File: src/rtl/mips_control.sv
// Main decoder for the MIPS32 subset core.
// Instruction fields in, registered datapath controls out.
module mips_control (
  input  logic       clk,
  input  logic       rst,
  input  logic [5:0] opcode,
  input  logic [5:0] funct,
  input  logic [4:0] hint,
  input  logic [4:0] rs,
  input  logic [4:0] rt,
  input  logic [4:0] rd,
  output logic [5:0] alu_op,
  output logic       alu_src,
  output logic [2:0] dm_op,
  output logic       dm_wr,
  output logic       dm_rd,
  output logic [1:0] ext_op,
  output logic [3:0] pc_op,
  output logic [1:0] reg_src,
  output logic [1:0] reg_dst,
  output logic       reg_wr,
  output logic       reg_in
);

  localparam logic [5:0] OP_SPECIAL = 6'h00;
  localparam logic [5:0] OP_REGIMM  = 6'h01;
  localparam logic [5:0] OP_J       = 6'h02;
  localparam logic [5:0] OP_JAL     = 6'h03;
  localparam logic [5:0] OP_BEQ     = 6'h04;
  localparam logic [5:0] OP_BNE     = 6'h05;
  localparam logic [5:0] OP_BLEZ    = 6'h06;
  localparam logic [5:0] OP_BGTZ    = 6'h07;
  localparam logic [5:0] OP_ADDI    = 6'h08;
  localparam logic [5:0] OP_ADDIU   = 6'h09;
  localparam logic [5:0] OP_SLTI    = 6'h0A;
  localparam logic [5:0] OP_SLTIU   = 6'h0B;
  localparam logic [5:0] OP_ANDI    = 6'h0C;
  localparam logic [5:0] OP_ORI     = 6'h0D;
  localparam logic [5:0] OP_XORI    = 6'h0E;
  localparam logic [5:0] OP_LUI     = 6'h0F;
  localparam logic [5:0] OP_LB      = 6'h20;
  localparam logic [5:0] OP_LH      = 6'h21;
  localparam logic [5:0] OP_LW      = 6'h23;
  localparam logic [5:0] OP_LBU     = 6'h24;
  localparam logic [5:0] OP_LHU     = 6'h25;
  localparam logic [5:0] OP_SB      = 6'h28;
  localparam logic [5:0] OP_SH      = 6'h29;
  localparam logic [5:0] OP_SW      = 6'h2B;

  localparam logic [5:0] ALU_ADD    = 6'h20;
  localparam logic [5:0] ALU_ADDU   = 6'h21;
  localparam logic [5:0] ALU_SUBU   = 6'h23;
  localparam logic [5:0] ALU_PASSB  = 6'h3F;

  logic [5:0] alu_op_d,  alu_op_q;
  logic       alu_src_d, alu_src_q;
  logic [2:0] dm_op_d,   dm_op_q;
  logic       dm_wr_d,   dm_wr_q;
  logic       dm_rd_d,   dm_rd_q;
  logic [1:0] ext_op_d,  ext_op_q;
  logic [3:0] pc_op_d,   pc_op_q;
  logic [1:0] reg_src_d, reg_src_q;
  logic [1:0] reg_dst_d, reg_dst_q;
  logic       reg_wr_d,  reg_wr_q;
  logic       reg_in_d,  reg_in_q;

  logic is_load, is_store, is_imm;

  always_comb begin
    alu_op_d  = '0;
    alu_src_d = 1'b0;
    dm_op_d   = '0;
    dm_wr_d   = 1'b0;
    dm_rd_d   = 1'b0;
    ext_op_d  = '0;
    pc_op_d   = '0;
    reg_src_d = '0;
    reg_dst_d = '0;
    reg_wr_d  = 1'b0;
    reg_in_d  = 1'b0;
    is_load   = 1'b0;
    is_store  = 1'b0;
    is_imm    = 1'b0;
    case (opcode)
      OP_SPECIAL: begin
        case (funct)
          6'h00, 6'h02, 6'h03: begin
            alu_op_d  = funct;
            reg_dst_d = 2'd1;
            reg_wr_d  = 1'b1;
            reg_in_d  = 1'b1;
          end
          6'h04, 6'h06, 6'h07,
          6'h20, 6'h21, 6'h22, 6'h23,
          6'h24, 6'h25, 6'h26, 6'h27,
          6'h2A, 6'h2B: begin
            if (~|hint) begin
              alu_op_d  = funct;
              reg_dst_d = 2'd1;
              reg_wr_d  = 1'b1;
            end
          end
          6'h08: begin
            if (rt == '0 && rd == '0 && hint == '0)
              pc_op_d = 4'd2;
          end
          6'h09: begin
            if (rt == '0 && hint == '0) begin
              pc_op_d   = 4'd2;
              reg_src_d = 2'd2;
              reg_dst_d = 2'd1;
              reg_wr_d  = 1'b1;
            end
          end
          default: ;
        endcase
      end
      OP_REGIMM: begin
        if (rt == 5'd0)      pc_op_d = 4'd7;
        else if (rt == 5'd1) pc_op_d = 4'd8;
      end
      OP_J: pc_op_d = 4'd1;
      OP_JAL: begin
        pc_op_d   = 4'd1;
        reg_src_d = 2'd2;
        reg_dst_d = 2'd2;
        reg_wr_d  = 1'b1;
      end
      OP_BEQ, OP_BNE, OP_BLEZ, OP_BGTZ: begin
        if (opcode[1] == 1'b0 || rt == '0) begin
          pc_op_d  = {2'b00, opcode[1:0]} + 4'd3;
          alu_op_d = ALU_SUBU;
          ext_op_d = 2'd1;
        end
      end
      OP_ADDI, OP_ADDIU, OP_SLTI, OP_SLTIU: begin
        is_imm   = 1'b1;
        ext_op_d = 2'd1;
        case (opcode[1:0])
          2'd0:    alu_op_d = ALU_ADD;
          2'd1:    alu_op_d = ALU_ADDU;
          2'd2:    alu_op_d = 6'h2A;
          default: alu_op_d = 6'h2B;
        endcase
      end
      OP_ANDI: begin is_imm = 1'b1; alu_op_d = 6'h24; end
      OP_ORI:  begin is_imm = 1'b1; alu_op_d = 6'h25; end
      OP_XORI: begin is_imm = 1'b1; alu_op_d = 6'h26; end
      OP_LUI: begin
        if (rs == '0) begin
          is_imm   = 1'b1;
          alu_op_d = ALU_PASSB;
          ext_op_d = 2'd2;
        end
      end
      OP_LW:  begin is_load = 1'b1; dm_op_d = 3'd0; end
      OP_LB:  begin is_load = 1'b1; dm_op_d = 3'd1; end
      OP_LBU: begin is_load = 1'b1; dm_op_d = 3'd2; end
      OP_LH:  begin is_load = 1'b1; dm_op_d = 3'd3; end
      OP_LHU: begin is_load = 1'b1; dm_op_d = 3'd4; end
      OP_SW:  begin is_store = 1'b1; dm_op_d = 3'd0; end
      OP_SB:  begin is_store = 1'b1; dm_op_d = 3'd1; end
      OP_SH:  begin is_store = 1'b1; dm_op_d = 3'd3; end
      default: ;
    endcase
    if (is_imm) begin
      alu_src_d = 1'b1;
      reg_wr_d  = 1'b1;
    end
    if (is_load || is_store) begin
      alu_op_d  = ALU_ADDU;
      alu_src_d = 1'b1;
      ext_op_d  = 2'd1;
    end
    if (is_load) begin
      dm_rd_d   = 1'b1;
      reg_src_d = 2'd1;
      reg_wr_d  = 1'b1;
    end
    dm_wr_d = is_store;
    // writes to r0 are dropped; the link register r31 is never r0
    if ((reg_dst_d == 2'd0 && rt == '0) ||
        (reg_dst_d == 2'd1 && rd == '0))
      reg_wr_d = 1'b0;
  end

  always_ff @(posedge clk or posedge rst) begin
    if (rst) begin
      alu_op_q  <= '0;
      alu_src_q <= 1'b0;
      dm_op_q   <= '0;
      dm_wr_q   <= 1'b0;
      dm_rd_q   <= 1'b0;
      ext_op_q  <= '0;
      pc_op_q   <= '0;
      reg_src_q <= '0;
      reg_dst_q <= '0;
      reg_wr_q  <= 1'b0;
      reg_in_q  <= 1'b0;
    end else begin
      alu_op_q  <= alu_op_d;
      alu_src_q <= alu_src_d;
      dm_op_q   <= dm_op_d;
      dm_wr_q   <= dm_wr_d;
      dm_rd_q   <= dm_rd_d;
      ext_op_q  <= ext_op_d;
      pc_op_q   <= pc_op_d;
      reg_src_q <= reg_src_d;
      reg_dst_q <= reg_dst_d;
      reg_wr_q  <= reg_wr_d;
      reg_in_q  <= reg_in_d;
    end
  end

  assign alu_op  = alu_op_q;
  assign alu_src = alu_src_q;
  assign dm_op   = dm_op_q;
  assign dm_wr   = dm_wr_q;
  assign dm_rd   = dm_rd_q;
  assign ext_op  = ext_op_q;
  assign pc_op   = pc_op_q;
  assign reg_src = reg_src_q;
  assign reg_dst = reg_dst_q;
  assign reg_wr  = reg_wr_q;
  assign reg_in  = reg_in_q;

endmodule

File: config.mk
export PLATFORM = sky130hd
export DESIGN_NAME = mips_control
export DESIGN_NICKNAME = d
export VERILOG_FILES = /design/src/rtl/mips_control.sv
export SDC_FILE = /design/constraint.sdc
export NUM_CORES = 1
export LEC_CHECK = 0
export CAP_MARGIN = 25
export CORE_MARGIN = 1.5
export CORE_UTILIZATION = 30
export DETAILED_ROUTE_END_ITERATION = 10
export DONT_BUFFER_PORTS = 1
export PLACE_DENSITY = 0.46
export SLEW_MARGIN = 5
export SYNTH_ARGS = -nofsm -noshare
export SYNTH_HDL_FRONTEND = slang
export SYNTH_SLANG_ARGS = --single-unit
File: constraint.sdc
create_clock -name clk -period 0.8 [get_ports clk]
set_input_delay 0.12 -clock clk [delete_from_list [all_inputs] [get_ports clk]]
set_output_delay 0.12 -clock clk [all_outputs]
set_load 0.02 [all_outputs]
==> run_summary.xml, run 1 <==
<?xml version="1.0" encoding="UTF-8"?>
<metrics>
  <group name="run">
    <metric name="timing.max_cap.violations" unit="">0</metric>
  </group>
  <group name="power_and_ir_drop">
    <metric name="power.total" unit="mW">2.31</metric>
    <metric name="internal_power" unit="mW">1.74</metric>
    <metric name="leakage" unit="nW">0.838</metric>
    <metric name="clock_power_share" unit="%">30.4</metric>
    <metric name="power.net_switching" unit="mW">0.566</metric>
    <metric name="netSwitchingFraction" unit="%">24.5</metric>
    <metric name="power_density" unit="nW/µm²">1270</metric>
    <metric name="seq_power_share" unit="%">54.2</metric>
    <metric name="vdd_ir_drop_max" unit="mV">0.481</metric>
    <metric name="comb_power_share" unit="%">15.3</metric>
  </group>
  <group name="layout">
    <metric name="final_net_count" unit="">194</metric>
    <metric name="area_delta_synth_final" unit="%">50.3</metric>
    <metric name="antenna_cells_inserted" unit="">0</metric>
    <metric name="multiInputGateArea" unit="µm²">738</metric>
    <metric name="post_route_cells_drive_above_1_share" unit="%">50.0</metric>
    <metric name="ff_latch_area" unit="µm²">587</metric>
    <metric name="fillers" unit="">357</metric>
  </group>
  <group name="detailed_routing">
    <metric name="wl_per_cell" unit="µm">15.8</metric>
    <metric name="drtPass1Iterations" unit="">4</metric>
    <metric name="route.antenna.remaining_nets" unit="">0</metric>
    <metric name="detail_route.drc_violations" unit="">0</metric>
    <metric name="route.vias.total" unit="">1039</metric>
    <metric name="post_dr_vias_cell" unit="">5.14</metric>
    <metric name="routed_wl" unit="µm">3200</metric>
    <metric name="detailedRoute.firstIterationViolations" unit="">39</metric>
  </group>
  <group name="clocking">
    <metric name="tritoncts" unit="">done</metric>
    <metric name="cts_sinks" unit="">23</metric>
    <metric name="cts-buffers-inserted" unit="">3</metric>
    <metric name="cts_max_path_buffers" unit="">2</metric>
    <metric name="cts.reportedPaths.clkPinSlew" unit="ps">80</metric>
    <metric name="cts_max_level" unit="">1</metric>
    <metric name="clock_tree.root_cell" unit="">clkbuf_8</metric>
  </group>
  <group name="synthesis">
    <metric name="number_of_enable_type_register_cells_in_the_synthesized_netlist" unit="">0</metric>
    <metric name="postSynthRegisterBits" unit="">23</metric>
    <metric name="synth_top_area_cell" unit="">dfrtp_1</metric>
    <metric name="synth.cells.most_frequent" unit="">dfrtp_1 (23), nor2_1 (8), inv_1 (6), nand2_1 (6)</metric>
    <metric name="synth_top_cell_area_share" unit="%">47.8</metric>
    <metric name="synth.cell_area" unit="µm²">1200</metric>
    <metric name="postSynth.topFlopCell" unit="">dfrtp_1</metric>
    <metric name="synth_cell_types" unit="">45</metric>
    <metric name="postSynthCellCount" unit="">115</metric>
    <metric name="yosys_warnings" unit="">0</metric>
    <metric name="async_reset_ff_share" unit="%">100</metric>
    <metric name="synth_most_common_cell" unit="">dfrtp_1</metric>
    <metric name="yosysSeqAreaShare" unit="%">47.8</metric>
    <metric name="synth.area.top_cells" unit="">dfrtp_1 (48%), ha_1 (5.2%), and3_1 (2.6%)</metric>
    <metric name="syn_avg_cell_area" unit="µm²">10.5</metric>
    <metric name="postSynthNetCount" unit="">154</metric>
  </group>
  <group name="placed_design">
    <metric name="place.port_buffers" unit="">0</metric>
    <metric name="gpl.final_weighted_congestion" unit="">0.837</metric>
    <metric name="detailed_place_hpwl" unit="µm">2530</metric>
  </group>
  <group name="timing">
    <metric name="tightestPinTransition" unit="ps">353</metric>
    <metric name="timing.slew.headroom" unit="%">76.2</metric>
    <metric name="fin_ws" unit="ps">-325</metric>
    <metric name="rsz0062_at_grt" unit="">yes</metric>
    <metric name="finalCritPeriodShare" unit="%">141</metric>
    <metric name="timing_max_transition_violations_final" unit="">0</metric>
    <metric name="setup_viol" unit="">39</metric>
    <metric name="finalHoldViolCount" unit="">0</metric>
    <metric name="post-route-min-period" unit="ps">1130</metric>
    <metric name="max_clock_freq" unit="GHz">0.889</metric>
    <metric name="worst_hold_slack" unit="ps">10.3</metric>
  </group>
  <group name="die">
    <metric name="start_util" unit="%">32.0</metric>
    <metric name="fp.dieW" unit="µm">66.4</metric>
    <metric name="die_area" unit="µm²">4410</metric>
    <metric name="ioPinCount" unit="">58</metric>
    <metric name="num_rows" unit="">22</metric>
    <metric name="floorplan.core_area" unit="µm²">3770</metric>
    <metric name="chipHeight" unit="µm">66.4</metric>
  </group>
  <group name="critical_path">
    <metric name="critical_path.slowest_cell" unit="">or4b_4</metric>
    <metric name="critical_path.n_buffers_inverters" unit="">0</metric>
    <metric name="cp_data_arrival_time" unit="ps">1300</metric>
    <metric name="cp_top_family" unit="">simple AND/OR/NAND/NOR gates</metric>
    <metric name="cp-end-kind" unit="">register</metric>
    <metric name="worst_path_largest_cell_delay" unit="ps">460</metric>
    <metric name="worst-endpoint-required" unit="ps">980</metric>
    <metric name="timing.critical_path.cells" unit="">ha_4 -&gt; or4b_4 -&gt; nor3_4 -&gt; o311ai_2 -&gt; and2_4 -&gt; o221ai_2</metric>
    <metric name="critical_path_peak_fanout" unit="">5</metric>
    <metric name="timing_worst_setup_path_type" unit="">in -&gt; reg</metric>
    <metric name="critPathLaunchType" unit="">primary input</metric>
  </group>
  <group name="grt">
    <metric name="grt_start_max_net_pins" unit="">17</metric>
    <metric name="grt.overflow.total" unit="">0</metric>
    <metric name="grt_first_pass_wirelength" unit="µm">5030</metric>
    <metric name="grt_antenna_before_repair" unit="">0</metric>
    <metric name="vias_in_the_first_global_route" unit="">1098</metric>
    <metric name="gr-usage-all-layers" unit="%">15.1</metric>
  </group>
  <group name="status">
    <metric name="run_status" unit="">finished with violations</metric>
    <metric name="violations_in_the_final_reports" unit="">negative setup slack</metric>
  </group>
  <group name="worst_hold_path">
    <metric name="min_path_type" unit="">in -&gt; reg</metric>
  </group>
</metrics>
-- power by group through the flow --
| stage | Clock [mW] | Sequential, mW | Combinational (mW) |
|---|---|---|---|
| final | 0.702 | 1.25 | 0.354 |
| after global routing | 0.796 | 1.26 | 0.387 |
| after CTS | 0.739 | 1.25 | 0.340 |
| after detailed placement | 0 | 1.27 | 0.289 |
| after global placement | 0 | 1.27 | 0.284 |
| after floorplan | 0 | 1.27 | 0.176 |
-- worst paths after layout --
check / start / cells after the start / to
worst min-delay path: opcode[2] / 1 / dm_op[2]
min in group asynchronous: rst / 2 / ext_op[1]
worst max-delay path: opcode[1] / 6 / reg_wr
max in group asynchronous: rst / 3 / alu_op[0]
-- per-stage QoR --
step	util (%)	setup WS (ps)	instances	TNS, ps	area, µm²
detailed placement	41.3	-712	188	-9860	1560
global route	48.0	-398	202	-6060	1810
finish	48.0	-325	202	-4560	1810
floorplan	-	-653	115	-7960	1280
CTS	46.9	-325	201	-4800	1770
global placement	41.3	-728	188	-9770	1560
-- per-layer routing --
| metal | vias up | GRT usage [%] | part of all wire (%) |
|---|---|---|---|
| met1 | 492 | 19.6 | 43 |
| met4 | 0 | 7.14 | 0.84 |
| met5 | - | 0 | 0 |
| met2 | 46 | 24.5 | 49 |
| met3 | 2 | 2.39 | 7.2 |
| li1 | 499 | - | - |
-- area by class of cell --
type | count | share of cell area [%]
tap | 48 | 3.32
clock buffer | 3 | 2.28
sequential | 23 | 32.4
timing repair buffer | 39 | 18.9
clock inverter | 1 | 0.276
multi-input combinational | 82 | 40.8
inverter | 6 | 2.07
-- cells by family (layout without fill, tap and decap cells) --
group	Yosys count	count (layout)	synth area share, %
AND/OR/NAND/NOR	57	57	30.9
flip-flops	23	23	47.8
AO/OA/AOI/OAI	20	20	12.7
buffers and inverters	10	49	3.43
adder cells (fa/ha/maj)	5	5	5.19
-- flip-flops by register name (all words and copies together), names as in the netlist, 2 cells and up --
register / count
alu_op: 6
dm_op: 3
ext_op: 2
pc_op: 4
reg_dst: 2
reg_src: 2
-- cells in the final DEF, fill, tap and decap left out, drive strengths merged, types with 2 or more instances in the layout --
master	instances
buf	32
dfrtp	23
nor2	9
dlygate4sd3	6
inv	6
nand2	6
and3	5
ha	5
o21ai	5
o211ai	4
nor4	4
nand3	4
nand2b	3
nand4	3
clkbuf	3
or2	3
and2	3
nand3b	2
o2111ai	2
nor2b	2
nor3b	2
and4b	2
nor3	2
-- repair_timing --
| action | CTS | global route |
|---|---|---|
| buffers inserted | 2 | 2 |
| gates resized for setup | 20 | 14 |
| endpoints found under the hold margin | 31 | 0 |
| hold buffers | 7 | 0 |
| pin swaps | 8 | 3 |
| endpoints found under the setup margin | 39 | 42 |
Note: power is estimated with default switching activity, not from simulation.
==> inputs of run 2 (changes only) <==
--- a/config.mk
+++ b/config.mk
@@ -10,6 +10,7 @@
 export CORE_UTILIZATION = 30
 export DETAILED_ROUTE_END_ITERATION = 10
 export DONT_BUFFER_PORTS = 1
+export HOLD_SLACK_MARGIN = 0.1
 export PLACE_DENSITY = 0.46
 export SLEW_MARGIN = 5
 export SYNTH_ARGS = -nofsm -noshare
==> run_summary.xml, run 2 (synthesis results as in run 1) <==
<?xml version="1.0" encoding="UTF-8"?>
<metrics>
  <group name="detailed_routing">
    <metric name="route.antenna.remaining_nets" unit="">0</metric>
    <metric name="routed_wl" unit="µm">3410</metric>
    <metric name="detail_route.drc_violations" unit="">0</metric>
    <metric name="drtPass1Iterations" unit="">4</metric>
    <metric name="post_dr_vias_cell" unit="">5.07</metric>
    <metric name="route.vias.total" unit="">1045</metric>
    <metric name="detailedRoute.firstIterationViolations" unit="">41</metric>
    <metric name="wl_per_cell" unit="µm">16.6</metric>
  </group>
  <group name="clocking">
    <metric name="cts-buffers-inserted" unit="">3</metric>
    <metric name="tritoncts" unit="">done</metric>
    <metric name="cts_max_path_buffers" unit="">2</metric>
    <metric name="cts_max_level" unit="">1</metric>
    <metric name="cts.reportedPaths.clkPinSlew" unit="ps">80</metric>
    <metric name="clock_tree.root_cell" unit="">clkbuf_8</metric>
    <metric name="cts_sinks" unit="">23</metric>
  </group>
  <group name="timing">
    <metric name="max_clock_freq" unit="GHz">0.891</metric>
    <metric name="setup_total_negative_slack" unit="ps">-4570</metric>
    <metric name="finalHoldViolCount" unit="">0</metric>
    <metric name="fin_ws" unit="ps">-322</metric>
    <metric name="timing.slew.headroom" unit="%">75.9</metric>
    <metric name="timing_max_transition_violations_final" unit="">0</metric>
    <metric name="post-route-min-period" unit="ps">1120</metric>
    <metric name="finalCritPeriodShare" unit="%">140</metric>
    <metric name="tightestPinTransition" unit="ps">359</metric>
    <metric name="rsz0062_at_grt" unit="">yes</metric>
    <metric name="setup_viol" unit="">39</metric>
  </group>
  <group name="die">
    <metric name="chipHeight" unit="µm">66.4</metric>
    <metric name="die_area" unit="µm²">4410</metric>
    <metric name="floorplan.core_area" unit="µm²">3770</metric>
    <metric name="fp.dieW" unit="µm">66.4</metric>
    <metric name="start_util" unit="%">32.0</metric>
    <metric name="num_rows" unit="">22</metric>
    <metric name="ioPinCount" unit="">58</metric>
  </group>
  <group name="layout">
    <metric name="final-instance-count-excl-fill" unit="">206</metric>
    <metric name="fillers" unit="">360</metric>
    <metric name="area_delta_synth_final" unit="%">53.8</metric>
    <metric name="largest_reg_flops" unit="">6</metric>
    <metric name="final_net_count" unit="">198</metric>
    <metric name="multiInputGateArea" unit="µm²">738</metric>
    <metric name="post_route_cells_drive_above_1_share" unit="%">48.7</metric>
    <metric name="top_library_cells_by_usage_in_the_layout_fill_and_taps_aside" unit="">buf_4 (29), dfrtp_1 (14), dfrtp_2 (9), dlygate4sd3_1 (9), nor2_1 (6)</metric>
    <metric name="antenna_cells_inserted" unit="">0</metric>
    <metric name="ff_latch_area" unit="µm²">587</metric>
    <metric name="layout_commonest_cell" unit="">buf_4</metric>
  </group>
  <group name="grt">
    <metric name="grt_antenna_before_repair" unit="">0</metric>
    <metric name="grt_first_pass_wirelength" unit="µm">5360</metric>
    <metric name="vias_in_the_first_global_route" unit="">1156</metric>
    <metric name="grt_start_max_net_pins" unit="">17</metric>
    <metric name="gr-usage-all-layers" unit="%">16.2</metric>
    <metric name="grt.overflow.total" unit="">0</metric>
  </group>
  <group name="critical_path">
    <metric name="setup.worst_path.start" unit="">opcode[1]</metric>
    <metric name="critical_path_cell_count" unit="">6</metric>
    <metric name="cp_data_arrival_time" unit="ps">1300</metric>
    <metric name="cp-endpoint" unit="">reg_wr</metric>
    <metric name="critical_path.slowest_cell" unit="">or4b_4</metric>
    <metric name="critical_path.n_buffers_inverters" unit="">0</metric>
    <metric name="cp_top_family" unit="">simple AND/OR/NAND/NOR gates</metric>
    <metric name="worst_path_largest_cell_delay" unit="ps">460</metric>
    <metric name="critical_path_peak_fanout" unit="">5</metric>
    <metric name="timing.critical_path.cells" unit="">ha_4 -&gt; or4b_4 -&gt; nor3_4 -&gt; o311ai_2 -&gt; and2_4 -&gt; o221ai_2</metric>
    <metric name="critPathLaunchType" unit="">primary input</metric>
    <metric name="timing_worst_setup_path_type" unit="">in -&gt; reg</metric>
    <metric name="worst-endpoint-required" unit="ps">980</metric>
    <metric name="cp-end-kind" unit="">register</metric>
  </group>
  <group name="placed_design">
    <metric name="placed_cells" unit="">188</metric>
    <metric name="place.port_buffers" unit="">0</metric>
    <metric name="gpl.final_weighted_congestion" unit="">0.837</metric>
    <metric name="detailed_place_hpwl" unit="µm">2530</metric>
  </group>
  <group name="power_and_ir_drop">
    <metric name="vdd_ir_drop_max" unit="mV">0.483</metric>
    <metric name="power_density" unit="nW/µm²">1260</metric>
    <metric name="leakage" unit="nW">0.864</metric>
  </group>
  <group name="worst_hold_path">
    <metric name="min_path_type" unit="">in -&gt; reg</metric>
  </group>
  <group name="status">
    <metric name="run_status" unit="">finished with violations</metric>
    <metric name="violations_in_the_final_reports" unit="">negative setup slack</metric>
  </group>
  <group name="run">
    <metric name="timing.max_cap.violations" unit="">0</metric>
  </group>
</metrics>
[run 2: changes by cell type in the layout (fill, tap and decap cells not counted)]
cell | before | now
dlygate4sd3_1 | 6 | 9
dlymetal6s4s_1 | 1 | 2
[run 2: report_power, final]
part	leakage, nW	internal [mW]	switching [mW]
clock network	0.0255	0.347	0.357
registers	0.302	1.20	0.0539
logic	0.536	0.211	0.166
[run 2: per-stage QoR]
step	instance area [µm²]	total power, mW	hold WS, ps	util, %	setup slack [ps]
5_1_grt	1850	2.46	118	49.1	-398
6_report	1850	2.33	123	49.1	-322
4_1_cts	1810	2.35	122	48.0	-325
3_5_place_dp	1560	1.56	-9.76	41.3	-712
3_3_place_gp	1560	1.56	-21.1	41.3	-728
2_1_floorplan	1280	1.44	122	-	-653
[run 2: layout make-up]
| type | instances | share of cell area, % |
|---|---|---|
| clock buffer | 3 | 2.23 |
| clock inverter | 1 | 0.270 |
| inverter | 6 | 2.03 |
| multi-input combinational | 82 | 39.8 |
| sequential | 23 | 31.7 |
| tap | 48 | 3.24 |
| timing repair buffer | 43 | 20.7 |
[run 2: worst min path at each step]
stage | startpoint | end | slack (ps) | cells past startpoint
floorplan | rst | alu_op[0] | 120 | 1
global placement | rst | ext_op[0] | -20 | 1
detailed placement | rst | ext_op[1] | -10 | 1
CTS | funct[0] | reg_src[1] | 120 | 3
global route | funct[0] | reg_src[1] | 120 | 3
finish | funct[0] | reg_src[1] | 120 | 3
[run 2: layer usage]
metal	track usage (%)	part of all wire, %
met5	0	0
met4	6.63	0.79
met3	2.39	5.5
met2	27.9	50
met1	20.1	44
[run 2: timing repair]
action | CTS | global route
cloned | 0 | 0
gates resized for setup | 20 | 15
endpoints found under the setup margin | 39 | 44
buffers inserted | 2 | 2
hold buffers | 11 | 0
pin swaps | 8 | 3
hold endpoints to repair | 36 | 0
==> inputs of run 3 (changes only) <==
--- a/config.mk
+++ b/config.mk
@@ -12,7 +12,7 @@
 export DONT_BUFFER_PORTS = 1
 export HOLD_SLACK_MARGIN = 0.1
 export PLACE_DENSITY = 0.46
-export SLEW_MARGIN = 5
+export SLEW_MARGIN = 20
 export SYNTH_ARGS = -nofsm -noshare
 export SYNTH_HDL_FRONTEND = slang
 export SYNTH_SLANG_ARGS = --single-unit
==> results of run 3 <==
Final layout, timing and power as in run 2 (identical DEF).
